===== config.mk =====
export PLATFORM = sky130hd
export DESIGN_NAME = csa_pipe_flat
export DESIGN_NICKNAME = d
export VERILOG_FILES = /design/src/rtl/csa_pipe_if.sv /design/src/rtl/csa_pipe.sv /design/src/flat_wrapper.sv
export SDC_FILE = /design/constraint.sdc
export NUM_CORES = 1
export LEC_CHECK = 0
export CAP_MARGIN = 20
export CORE_MARGIN = 2
export CORE_UTILIZATION = 48
export CTS_CLUSTER_DIAMETER = 60
export CTS_CLUSTER_SIZE = 14
export DETAILED_ROUTE_END_ITERATION = 10
export PLACE_DENSITY = 0.8
export SYNTH_ARGS = -nofsm -noshare
export SYNTH_HDL_FRONTEND = slang
export SYNTH_SLANG_ARGS = --single-unit

===== constraint.sdc =====
create_clock -name clock -period 2.7 [get_ports clock]
set_clock_uncertainty 0.1 [all_clocks]
set_input_delay 0.54 -clock clock [delete_from_list [all_inputs] [get_ports clock]]
set_output_delay 0.54 -clock clock [all_outputs]
set_load 0.1 [all_outputs]

===== src/rtl/csa_pipe_if.sv =====
// csa_pipe_if: operand and result handshake bundle for csa_pipe.
// The producer/consumer side uses master; the adder itself uses slave.
interface csa_pipe_if #(
  parameter int WIDTH = 32
);
  logic             in_valid;
  logic             in_ready;
  logic [WIDTH-1:0] a;
  logic [WIDTH-1:0] b;
  logic             sub;
  logic             cin;
  logic             out_valid;
  logic             out_ready;
  logic [WIDTH-1:0] sum;
  logic             cout;
  logic             overflow;
  logic             zero;

  modport master (
    output in_valid, a, b, sub, cin, out_ready,
    input  in_ready, out_valid, sum, cout, overflow, zero
  );

  modport slave (
    input  in_valid, a, b, sub, cin, out_ready,
    output in_ready, out_valid, sum, cout, overflow, zero
  );
endinterface


===== src/rtl/csa_pipe.sv =====
// csa_pipe: pipelined carry-select adder/subtractor, one BLOCK-bit segment per stage.
// Segment k is resolved in stage k by choosing between two precomputed sums with the carry held by stage k-1.
module csa_pipe #(
  parameter int WIDTH = 32,
  parameter int BLOCK = 16
) (
  input logic       clock,
  input logic       reset,
  csa_pipe_if.slave bus
);
  localparam int NSEG = WIDTH / BLOCK;

  if (BLOCK < 1 || WIDTH < BLOCK || (WIDTH % BLOCK) != 0) begin : g_bad_cfg
    $error("csa_pipe: WIDTH must be a non-zero multiple of BLOCK");
  end

  logic [NSEG-1:0]  vld_q;
  logic [WIDTH-1:0] a_q   [NSEG];
  logic [WIDTH-1:0] b_q   [NSEG];
  logic [WIDTH-1:0] res_q [NSEG];
  logic             c_q   [NSEG];
  logic             cm_q  [NSEG];

  logic [NSEG-1:0]  load;
  logic [NSEG-1:0]  src_v;
  logic [WIDTH-1:0] src_a   [NSEG];
  logic [WIDTH-1:0] src_b   [NSEG];
  logic [WIDTH-1:0] src_res [NSEG];
  logic             src_c   [NSEG];
  logic [WIDTH-1:0] nxt_res [NSEG];
  logic             nxt_c   [NSEG];
  logic             nxt_cm  [NSEG];

  // Stage 0 is fed from the bus with B already conditioned for subtraction; later stages from their predecessor.
  always_comb begin
    src_v      = '0;
    src_v[0]   = bus.in_valid;
    src_a[0]   = bus.a;
    src_b[0]   = bus.b ^ {WIDTH{bus.sub}};
    src_res[0] = '0;
    src_c[0]   = bus.sub | bus.cin;
    for (int k = 1; k < NSEG; k++) begin
      src_v[k]   = vld_q[k-1];
      src_a[k]   = a_q[k-1];
      src_b[k]   = b_q[k-1];
      src_res[k] = res_q[k-1];
      src_c[k]   = c_q[k-1];
    end
  end

  // Both carry hypotheses are summed, then the incoming carry picks one.
  always_comb begin
    logic [BLOCK:0] s0;
    logic [BLOCK:0] s1;
    logic [BLOCK:0] pick;
    for (int k = 0; k < NSEG; k++) begin
      s0 = {1'b0, src_a[k][k*BLOCK +: BLOCK]} + {1'b0, src_b[k][k*BLOCK +: BLOCK]};
      s1 = {1'b0, src_a[k][k*BLOCK +: BLOCK]} + {1'b0, src_b[k][k*BLOCK +: BLOCK]} + (BLOCK+1)'(1);
      pick = src_c[k] ? s1 : s0;
      nxt_res[k] = src_res[k];
      nxt_res[k][k*BLOCK +: BLOCK] = pick[BLOCK-1:0];
      nxt_c[k]  = pick[BLOCK];
      nxt_cm[k] = pick[BLOCK-1] ^ src_a[k][k*BLOCK+BLOCK-1] ^ src_b[k][k*BLOCK+BLOCK-1];
    end
  end

  // Readiness ripples backwards from out_ready, so a full pipe still moves one slot per cycle.
  always_comb begin
    logic down;
    load = '0;
    down = bus.out_ready;
    for (int k = NSEG - 1; k >= 0; k--) begin
      down    = ~vld_q[k] | down;
      load[k] = down;
    end
  end

  always_ff @(posedge clock or negedge reset) begin
    if (!reset) begin
      vld_q <= '0;
      for (int k = 0; k < NSEG; k++) begin
        a_q[k]   <= '0;
        b_q[k]   <= '0;
        res_q[k] <= '0;
        c_q[k]   <= 1'b0;
        cm_q[k]  <= 1'b0;
      end
    end else begin
      for (int k = 0; k < NSEG; k++) begin
        if (load[k]) begin
          vld_q[k] <= src_v[k];
          if (src_v[k]) begin
            a_q[k]   <= src_a[k];
            b_q[k]   <= src_b[k];
            res_q[k] <= nxt_res[k];
            c_q[k]   <= nxt_c[k];
            cm_q[k]  <= nxt_cm[k];
          end
        end
      end
    end
  end

  assign bus.in_ready  = load[0];
  assign bus.out_valid = vld_q[NSEG-1];
  assign bus.sum       = res_q[NSEG-1];
  assign bus.cout      = c_q[NSEG-1];
  assign bus.overflow  = cm_q[NSEG-1] ^ c_q[NSEG-1];
  assign bus.zero      = vld_q[NSEG-1] && (res_q[NSEG-1] == '0);
endmodule


===== src/flat_wrapper.sv =====
// flat-port wrapper written by rule: the top's interface ports become plain ports
module csa_pipe_flat 
#(
  parameter int WIDTH = 32,
  parameter int BLOCK = 16
)
  (clock, reset, bus_in_valid, bus_a, bus_b, bus_sub, bus_cin, bus_out_ready, bus_in_ready, bus_out_valid, bus_sum, bus_cout, bus_overflow, bus_zero);
  csa_pipe_if #(.WIDTH(WIDTH)) bus_i ();
  input logic clock;
  input logic reset;
  input wire logic [$bits(bus_i.in_valid)-1:0] bus_in_valid;
  input wire logic [$bits(bus_i.a)-1:0] bus_a;
  input wire logic [$bits(bus_i.b)-1:0] bus_b;
  input wire logic [$bits(bus_i.sub)-1:0] bus_sub;
  input wire logic [$bits(bus_i.cin)-1:0] bus_cin;
  input wire logic [$bits(bus_i.out_ready)-1:0] bus_out_ready;
  output wire logic [$bits(bus_i.in_ready)-1:0] bus_in_ready;
  output wire logic [$bits(bus_i.out_valid)-1:0] bus_out_valid;
  output wire logic [$bits(bus_i.sum)-1:0] bus_sum;
  output wire logic [$bits(bus_i.cout)-1:0] bus_cout;
  output wire logic [$bits(bus_i.overflow)-1:0] bus_overflow;
  output wire logic [$bits(bus_i.zero)-1:0] bus_zero;
  assign bus_i.in_valid = bus_in_valid;
  assign bus_i.a = bus_a;
  assign bus_i.b = bus_b;
  assign bus_i.sub = bus_sub;
  assign bus_i.cin = bus_cin;
  assign bus_i.out_ready = bus_out_ready;
  assign bus_in_ready = bus_i.in_ready;
  assign bus_out_valid = bus_i.out_valid;
  assign bus_sum = bus_i.sum;
  assign bus_cout = bus_i.cout;
  assign bus_overflow = bus_i.overflow;
  assign bus_zero = bus_i.zero;
  csa_pipe #(.WIDTH(WIDTH), .BLOCK(BLOCK)) u_core (.clock(clock), .reset(reset), .bus(bus_i));
endmodule

==> out/qor.yml, run 1 <==
insertion_delay_ns: 0.35
final_common_cell: "buf_4"
dpl.hpwl_um: 11520
end_kind: "flop"
routabilityCongestion: 0.8487
die_w_um: 113.6
drtIter0Drc: 696
dieArea_um2: 12890
drt_wl_total_um: 23850
synth_area_um2: 5761
coreArea_um2: 11860
place_inst: 971
crit_slowest_cell: "fa_2"
synth-edff-count: 0
p_leak_uw: 0.004204
antenna_found_initial: 0
clkTransAtPathRegs_ns: 0.07
tightest_slew_ns: 0.9448
synth.area.top_cells: "dfrtp_1 (37%), nand2_1 (7.6%), ha_1 (7.4%)"
required_ns: 2.84
status: "finished, violations left"
rsz0062_at_grt: "true"
ir_worst_vdd_mv: 0.5722
ios: 107
ant_nets: 0
nets: 998
port_buffers: 106
path_buf_inv: 5
clockBufferDepth: 2
areaGrowthSynthToFinish_pct: 63.58
rows: 40
synth_top_area_share_pct: 36.92
yosysWarnings: 0
cts_buffers: 9
wl_per_cell_um: 22.84
start_kind: "input pin"
min_period_ns: 3.468
grt_max_degree: 76
max_freq_ghz: 0.2883
hp-class: "input pin to asynchronous set/reset pin"
synth_cell_types: 68
grt_overflow: 0
grtUsageTotal_pct: 28.09
path_max_fanout: 3
htree_levels: 3
antenna_cells: 0
violations: "setup timing"
hold_viol: 0
drcViolationCount: 0
synth_top_cell_by_area: "dfrtp_1"
syn-num-nets: 744
crit_chain: "clkdlybuf4s15_1 -> xor2_1 -> inv_1 -> fa_2 -> nor2b_4 -> buf_6 -> o2111ai_4 -> nand3_2 -> a221o_1 -> buf_6 -> xor2_4 -> nand4_1 -> buf_4 -> o31a_1 -> o31ai_1"
cts-root-buf: "clkbuf_16"
finalSetupViolations: 25
synth_seq_cells: 85
setup_tns_ns: -8.704
pwr_density_cell_nw_per_um2: 981.3
cts.sinks: 85
criticalPathCategory: "input pin to flop"
cts.hold.buffers_added: 0
die_h_um: 113.6
cp_common_cell: "buf_6"
maxCapViolations: 0
viasPerCell: 6.397
use_met1_pct: 33.79
hold_slack_ns: 0.2261
vias: 6678
drv_slew: 0
grt.busiest_layer: "met2"
ys_seq_area_share_pct: 36.92
grt_pass1_vias: 6181
fin_crit_sh_pct: 128.5
dr.pass1.iters: 8
use_met2_pct: 50.10
seq_area_um2: 2147
post-place-ws_ns: -1.225
grt_pass1_wl_um: 29170
n_fill_cell: 618
maxSlewHeadroom_pct: 37.02
multi_input_area_um2: 4358
drive_gt1_share_pct: 41.58
worstPathArrival_ns: 3.61
cts_tree: "yes"
synthCells: 638
syn_area_per_cell_um2: 9.029
async_reset_ff_share_pct: 100.0
cp_top_family: "compound AO/OA/AOI/OAI gates"
layout_setup_ws_ns: -0.7683
final_cell_mix: "buf_4 (174), nand2_1 (110), dfrtp_1 (71), clkdlybuf4s50_1 (55), o21ai_0 (43)"
grtUsageMet3_pct: 4.463
final_cells: 1044
start_util_pct: 48.57
synthFlopType: "dfrtp_1"
cpPeakStageDelay_ns: 0.41
==> state kept, by name, summed over array words and instances (netlist names) <==
register and cells:
u_core.a_q 16, u_core.b_q 16, u_core.bus.cout 1, u_core.bus.sum 32, u_core.c_q 1, u_core.cm_q 1
u_core.nxt_res 16, u_core.vld_q 2
==> per-stage QoR <==
step	power (uW)	utilization, %	cell area (um^2)
final	9247	79.44	9423
after floorplan	5084	-	5892
after global routing	9456	79.44	9423
after CTS	8303	73.54	8723
after detailed placement	6517	65.40	7757
after global placement	6380	65.40	7757
==> final timing paths <==
kind	depth (start not counted)	slack, ns	end	start
hold reg to reg	2	0.38	u_core.nxt_res[4]$_DFFE_PN0P_	u_core.nxt_res[4]$_DFFE_PN0P_
setup / recovery	15	-0.77	u_core.c_q[1]$_DFFE_PN0P_	bus_b[1]
setup reg to reg	11	-0.46	u_core.cm_q[0]$_DFFE_PN0P_	u_core.a_q[48]$_DFFE_PN0P_
hold / removal	1	0.23	u_core.b_q[61]$_DFFE_PN0P_	reset
max in group asynchronous	1	1.57	u_core.vld_q[1]$_DFFE_PN0P_	reset
min in group clock	2	0.38	u_core.nxt_res[4]$_DFFE_PN0P_	u_core.nxt_res[4]$_DFFE_PN0P_
==> power by group <==
group / total [uW] / internal (uW) / leakage [uW] / switching (uW)
clock network: 1390 / 813 / 0.000156 / 581
logic: 5810 / 2080 / 0.00303 / 3730
registers: 2040 / 1660 / 0.00102 / 385
==> kinds of logic after synthesis <==
kind of cell | share of synthesized area, %
AND/OR/NAND/NOR | 19.24
AO/OA/AOI/OAI | 17.01
flip-flops | 36.92
XOR/XNOR | 12.40
buffers and inverters | 3.041
adder cells (fa/ha/maj) | 8.080
multiplexers | 3.301
==> routing by layer <==
layer / vias to the layer above / part of all wire [%]
li1: 2769 / -
met3: 179 / 8.9
met5: - / 0
met2: 518 / 48
met1: 3212 / 37
met4: 0 / 6.3
==> cell usage after synthesis, drive strengths merged (9+ instances only) <==
| cell type | number |
|---|---|
| nand4 | 9 |
| clkbuf | 19 |
| nand2 | 116 |
| mux2 | 16 |
| nand3 | 17 |
| xor2 | 39 |
| dfrtp | 85 |
| a21o | 12 |
| nor4 | 13 |
| ha | 34 |
| nor2 | 18 |
| buf | 9 |
| a21oi | 16 |
| inv | 15 |
| o21ai | 65 |
| xnor2 | 40 |
==> area by class of cell <==
cell class / instances / share of cell area [%]
multi-input combinational: 510 / 46.25
timing repair buffer: 271 / 25.06
sequential: 85 / 22.79
clock buffer: 10 / 2.430
tap: 147 / 1.952
clock inverter: 6 / 0.9295
inverter: 15 / 0.5975
==> repair_timing <==
item | 4_1_cts | 5_1_grt
buffers inserted | 38 | 23
setup endpoints to repair | 23 | 21
hold endpoints to repair | 0 | 0
resized for setup | 102 | 93
pin swaps | 71 | 61
Note: power is estimated with default switching activity, not from simulation.
==> inputs of run 2 (changes only) <==
--- a/config.mk
+++ b/config.mk
@@ -11,6 +11,7 @@
 export CTS_CLUSTER_DIAMETER = 60
 export CTS_CLUSTER_SIZE = 14
 export DETAILED_ROUTE_END_ITERATION = 10
+export GPL_ROUTABILITY_DRIVEN = 1
 export PLACE_DENSITY = 0.8
 export SYNTH_ARGS = -nofsm -noshare
 export SYNTH_HDL_FRONTEND = slang
==> results of run 2 <==
The final DEF is identical to that of run 1; final timing and power are the same.
